$ cat src/rtl/instruction_memory_sync.sv
`default_nettype none
// ============================================================================
// Module      : instruction_memory_sync
// Description : Synchronous-read instruction memory with a self-clearing
//               init sequence, fetch handshake, program-load port and fault
//               reporting. Optional boot program: IMEM_BOOT_PROGRAM_EN.
// Revision    : 1.0 - initial release
// ============================================================================
module instruction_memory_sync #(
    parameter int              XLEN     = 32,
    parameter int              DEPTH    = 8,
    parameter logic [XLEN-1:0] NOP_WORD = XLEN'(32'h0000_0013),
    localparam int             ADDR_W   = $clog2(DEPTH)
) (
    input  logic              clk,
    input  logic              reset,
    input  logic              fetch_req,
    input  logic [XLEN-1:0]   fetch_pc,
    output logic              fetch_ready,
    output logic              fetch_valid,
    output logic [XLEN-1:0]   fetch_instr,
    output logic [1:0]        fetch_fault,
    input  logic              prog_we,
    input  logic [ADDR_W-1:0] prog_addr,
    input  logic [XLEN-1:0]   prog_data,
    output logic              prog_busy
);

    localparam logic [1:0]        c_ST_INIT  = 2'd0;
    localparam logic [1:0]        c_ST_BOOT  = 2'd1;
    localparam logic [1:0]        c_ST_READY = 2'd2;
    localparam logic [ADDR_W-1:0] c_LAST_IDX = ADDR_W'(DEPTH - 1);
    localparam logic [1:0]        c_FLT_OK   = 2'b00;
    localparam logic [1:0]        c_FLT_MIS  = 2'b01;
    localparam logic [1:0]        c_FLT_OOR  = 2'b10;

`ifdef IMEM_BOOT_PROGRAM_EN
    localparam logic [ADDR_W-1:0] c_BOOT_LAST = ADDR_W'(2);

    generate
        if (DEPTH < 3) begin : g_boot_depth_check
            $error("IMEM_BOOT_PROGRAM_EN requires DEPTH >= 3");
        end
    endgenerate

    function automatic logic [XLEN-1:0] boot_word(input logic [ADDR_W-1:0] idx);
        case (idx)
            ADDR_W'(0): boot_word = XLEN'(32'h00A0_0093);
            ADDR_W'(1): boot_word = XLEN'(32'h00B0_0113);
            ADDR_W'(2): boot_word = XLEN'(32'h0020_81B3);
            default:    boot_word = NOP_WORD;
        endcase
    endfunction
`endif

    logic [1:0]        state_q, state_d;
    logic [ADDR_W-1:0] cnt_q, cnt_d;
    logic [XLEN-1:0]   mem_q [DEPTH];
    logic [XLEN-1:0]   mem_d [DEPTH];
    logic              fetch_valid_q, fetch_valid_d;
    logic [XLEN-1:0]   fetch_instr_q, fetch_instr_d;
    logic [1:0]        fetch_fault_q, fetch_fault_d;
    logic              w_accept;
    logic [XLEN-1:0]   w_word_idx;

    // State register
    always_ff @(posedge clk) begin
        if (reset) begin
            state_q <= c_ST_INIT;
            cnt_q   <= '0;
        end else begin
            state_q <= state_d;
            cnt_q   <= cnt_d;
        end
    end

    // Next-state logic; cnt walks the array in INIT and the boot words in BOOT
    always_comb begin
        state_d = state_q;
        cnt_d   = cnt_q;
        case (state_q)
            c_ST_INIT: begin
                cnt_d = cnt_q + ADDR_W'(1);
                if (cnt_q == c_LAST_IDX) begin
                    cnt_d = '0;
`ifdef IMEM_BOOT_PROGRAM_EN
                    state_d = c_ST_BOOT;
`else
                    state_d = c_ST_READY;
`endif
                end
            end
`ifdef IMEM_BOOT_PROGRAM_EN
            c_ST_BOOT: begin
                cnt_d = cnt_q + ADDR_W'(1);
                if (cnt_q == c_BOOT_LAST) begin
                    cnt_d   = '0;
                    state_d = c_ST_READY;
                end
            end
`endif
            default: ;
        endcase
    end

    // Handshake outputs; reset forces the not-ready view even from READY
    always_comb begin
        prog_busy   = reset || (state_q != c_ST_READY);
        fetch_ready = !reset && (state_q == c_ST_READY) && !prog_we;
    end

    always_comb begin
        mem_d = mem_q;
        case (state_q)
            c_ST_INIT: mem_d[cnt_q] = NOP_WORD;
`ifdef IMEM_BOOT_PROGRAM_EN
            c_ST_BOOT: mem_d[cnt_q] = boot_word(cnt_q);
`endif
            c_ST_READY: begin
                if (prog_we && (32'(prog_addr) < DEPTH)) begin
                    mem_d[prog_addr] = prog_data;
                end
            end
            default: ;
        endcase
    end

    assign w_accept   = fetch_req && fetch_ready;
    assign w_word_idx = fetch_pc >> 2;

    // Range check uses the full PC so high addresses never alias into the array
    always_comb begin
        fetch_valid_d = w_accept;
        fetch_instr_d = fetch_instr_q;
        fetch_fault_d = fetch_fault_q;
        if (w_accept) begin
            if (fetch_pc[1:0] != 2'b00) begin
                fetch_fault_d = c_FLT_MIS;
                fetch_instr_d = NOP_WORD;
            end else if (w_word_idx >= XLEN'(DEPTH)) begin
                fetch_fault_d = c_FLT_OOR;
                fetch_instr_d = NOP_WORD;
            end else begin
                fetch_fault_d = c_FLT_OK;
                fetch_instr_d = mem_q[w_word_idx[ADDR_W-1:0]];
            end
        end
    end

    always_ff @(posedge clk) begin
        if (reset) begin
            fetch_valid_q <= 1'b0;
            fetch_instr_q <= NOP_WORD;
            fetch_fault_q <= c_FLT_OK;
        end else begin
            fetch_valid_q <= fetch_valid_d;
            fetch_instr_q <= fetch_instr_d;
            fetch_fault_q <= fetch_fault_d;
        end
    end

    // Array is cleared only by the INIT sequence, never by reset directly
    always_ff @(posedge clk) begin
        if (!reset) begin
            mem_q <= mem_d;
        end
    end

    assign fetch_valid = fetch_valid_q;
    assign fetch_instr = fetch_instr_q;
    assign fetch_fault = fetch_fault_q;

endmodule
`default_nettype wire
$ cat config.mk
export PLATFORM = sky130hd
export DESIGN_NAME = instruction_memory_sync
export DESIGN_NICKNAME = d
export VERILOG_FILES = /design/src/rtl/instruction_memory_sync.sv
export SDC_FILE = /design/constraint.sdc
export NUM_CORES = 1
export LEC_CHECK = 0
export ABC_AREA = 1
export CORE_MARGIN = 2
export CORE_UTILIZATION = 64
export CTS_CLUSTER_DIAMETER = 200
export CTS_CLUSTER_SIZE = 40
export DETAILED_ROUTE_END_ITERATION = 6
export DONT_BUFFER_PORTS = 1
export PLACE_DENSITY = 0.8
export REMOVE_ABC_BUFFERS = 1
export SKIP_CTS_REPAIR_TIMING = 1
export SYNTH_ARGS = -nofsm -noshare
export SYNTH_HDL_FRONTEND = slang
export SYNTH_SLANG_ARGS = --single-unit
$ cat constraint.sdc
create_clock -name clk -period 3.6 [get_ports clk]
set_input_delay 0.72 -clock clk [delete_from_list [all_inputs] [get_ports clk]]
set_output_delay 0.72 -clock clk [all_outputs]
set_load 0.005 [all_outputs]
==> metrics.yaml <==
run_status: "finished, final reports clean"
cts_tree: "done"
core_area_mm2: 0.0226
skew_ns: 0.0361
dr_total_vias: 12600
critPathLaunchType: "register"
r2r-end: "mem_q[29]"
hold_path_end: "state_q[1]"
antenna_found_initial: 0
fin_crit_ns: 2.53
tightest_slew_ns: 1.15
die_y_um: 156
grt_max_degree: 128
final_common_cell: "nand2_1"
path_clk_slew_ns: 0.15
final_max_slew_viol_count: 0
end_kind: "output port"
vias_per_cell: 6.95
critPathSlowestCell: "buf_12"
syn_inst: 1612
cpPeakStageDelay_ns: 0.49
drt_first_iter_violations: 1711
max-vdd-ir-drop_mv: 0.362
final_critical_path_setup_slack_ns: 1.07
period_share_pct: 70.2
path_cells: "buf_12 -> nand2_1 -> nor2_2"
synthToLayoutAreaGrowth_pct: 4.23
crit_fanout: 127
reg2reg_from: "state_q[1]"
drc: 0
hold_viol_final: 0
grt_pass1_vias: 11900
p_leak_nw: 5.94
reg2reg_depth: 4
layout.cells.non_filler: 1816
grt_pass1_wl_um: 65700
cts-root-buf: "clkbuf_16"
numCtsBuffers: 11
die_w_um: 156
syn_area_per_cell_um2: 9.18
relSlewSlack_pct: 23.2
yosysWarnings: 0
final_cell_mix: "nand2_1 (339), edfxtp_1 (256), o21ai_0 (170)"
synth_top_area_cell: "edfxtp_1"
overflow: 0
clk_latency_ns: 0.50
detail-route-antenna-nets: 0
setup_viol_count_final: 0
wl_um: 43100
maxCapViolCount: 0
ys_ff_latch: 295
grt_use_total_pct: 34.9
first_pass_iters: 5
ys_top_cells_by_area: "edfxtp_1 (52%), nand2_1 (8.6%), o32ai_1 (7.2%), o21ai_0 (5.7%), dfxtp_1 (5.3%)"
hold_path_class: "input pin to register"
die_area_mm2: 0.0244
yosysTopAreaCellShare_pct: 51.9
cts.sinks: 295
finalWeightedCongestion: 0.822
cts_max_level: 1
rows: 55
clockBufferDepth: 3
worstPathArrival_ns: 1.81
wire_per_inst_um: 23.7
hold_path_depth: 1
top_level_ports: 108
rsz0062_at_grt: "false"
ys_seq_area_share_pct: 57.2
hold_start: "reset"
port_buffers: 0
dp_hpwl_um: 23200
cp.required_ns: 2.88
clock.fmax_mhz: 396
rrSetupSlack_ns: 1.19
p_per_area_mw_per_mm2: 445
place_ws_ns: 1.24
synth_cell_types: 22
layout-drive-gt1-share_pct: 5.09
n_antenna_cell: 0
initial_core_util_pct: 65.4
synthesis.area_mm2: 0.0148
final_net_count: 1600
crit_type: "register to output port"
placed_cells: 1799
==> worst max path at each step <==
stage	slack, ns	end	from
after detailed placement	1.24	mem_q[73]	reset
after CTS	1.07	fetch_ready	state_q[1]
after global placement	1.29	mem_q[74]	prog_we
after global routing	0.99	fetch_ready	state_q[1]
after floorplan	-4.23	mem_q[0]	state_q[1]
final	1.07	fetch_ready	state_q[1]
==> logic make-up after synthesis <==
family	count (synthesis)	synth area share, %
AND/OR/NAND/NOR	550	15.5
AO/OA/AOI/OAI	466	19.4
buffers and inverters	299	7.80
flip-flops	295	57.2
adder cells (fa/ha/maj)	2	0.169
==> synth_stat cells <==
| master | count |
|---|---|
| a211oi_1 | 1 |
| a21oi_1 | 90 |
| buf_1 | 12 |
| buf_2 | 17 |
| buf_4 | 1 |
| buf_6 | 1 |
| clkbuf_1 | 104 |
| dfxtp_1 | 39 |
| edfxtp_1 | 256 |
| ha_1 | 2 |
| inv_1 | 157 |
| inv_2 | 7 |
| nand2_1 | 339 |
| nand3_1 | 151 |
| nor2_1 | 49 |
| nor2_2 | 1 |
| nor3_1 | 6 |
| nor3_2 | 4 |
| o21ai_0 | 170 |
| o21ai_1 | 25 |
| o22ai_1 | 58 |
| o32ai_1 | 122 |
==> power breakdown <==
group,switching (W),internal (W)
Sequential,0.000130,0.00409
Clock,0.00105,0.000598
Combinational,0.000648,0.000346
==> registers in the layout, indices dropped and copies added, names as in the netlist <==
name / cells
fetch_fault: 2
state_q: 1
cnt_q: 3
mem_q: 256
fetch_instr: 32
fetch_valid: 1
==> layout make-up <==
cell class | instances | area [um2]
fillers | 1776 | 7210
well taps | 285 | 357
inverters | 164 | 621
repair buffers | 37 | 340
multi-input cells | 1018 | 5320
clock buffers | 16 | 294
clock inverters | 1 | 30.0
flip-flops and latches | 295 | 8470
==> routing by layer <==
metal	GRT usage [%]	share of wire (%)	up-vias
met5	0	0	-
met4	12.0	3.4	0
met3	5.94	13	124
met2	56.5	46	995
met1	48.2	37	5915
li1	-	-	5586
==> stage by stage <==
stage | TNS [ns] | hold slack (ns) | util, % | power [W] | instance area [um2]
floorplan | -1557.89 | 0.448 | - | 0.00492 | 14300
global placement | 0 | 0.459 | 66.7 | 0.00520 | 15100
detailed placement | 0 | 0.463 | 66.7 | 0.00525 | 15100
CTS | 0 | 0.250 | 68.1 | 0.00683 | 15400
global route | 0 | 0.249 | 68.1 | 0.00707 | 15400
finish | 0 | 0.254 | 68.1 | 0.00686 | 15400
==> worst max-delay path, delay by kind of cell, from the launching register on <==
family	cells	cell delay [ns]
buf+inv	1	0.49
flops	1	0.40
simple gates	2	0.41
No activity file was read; power rests on OpenSTA's default activity.
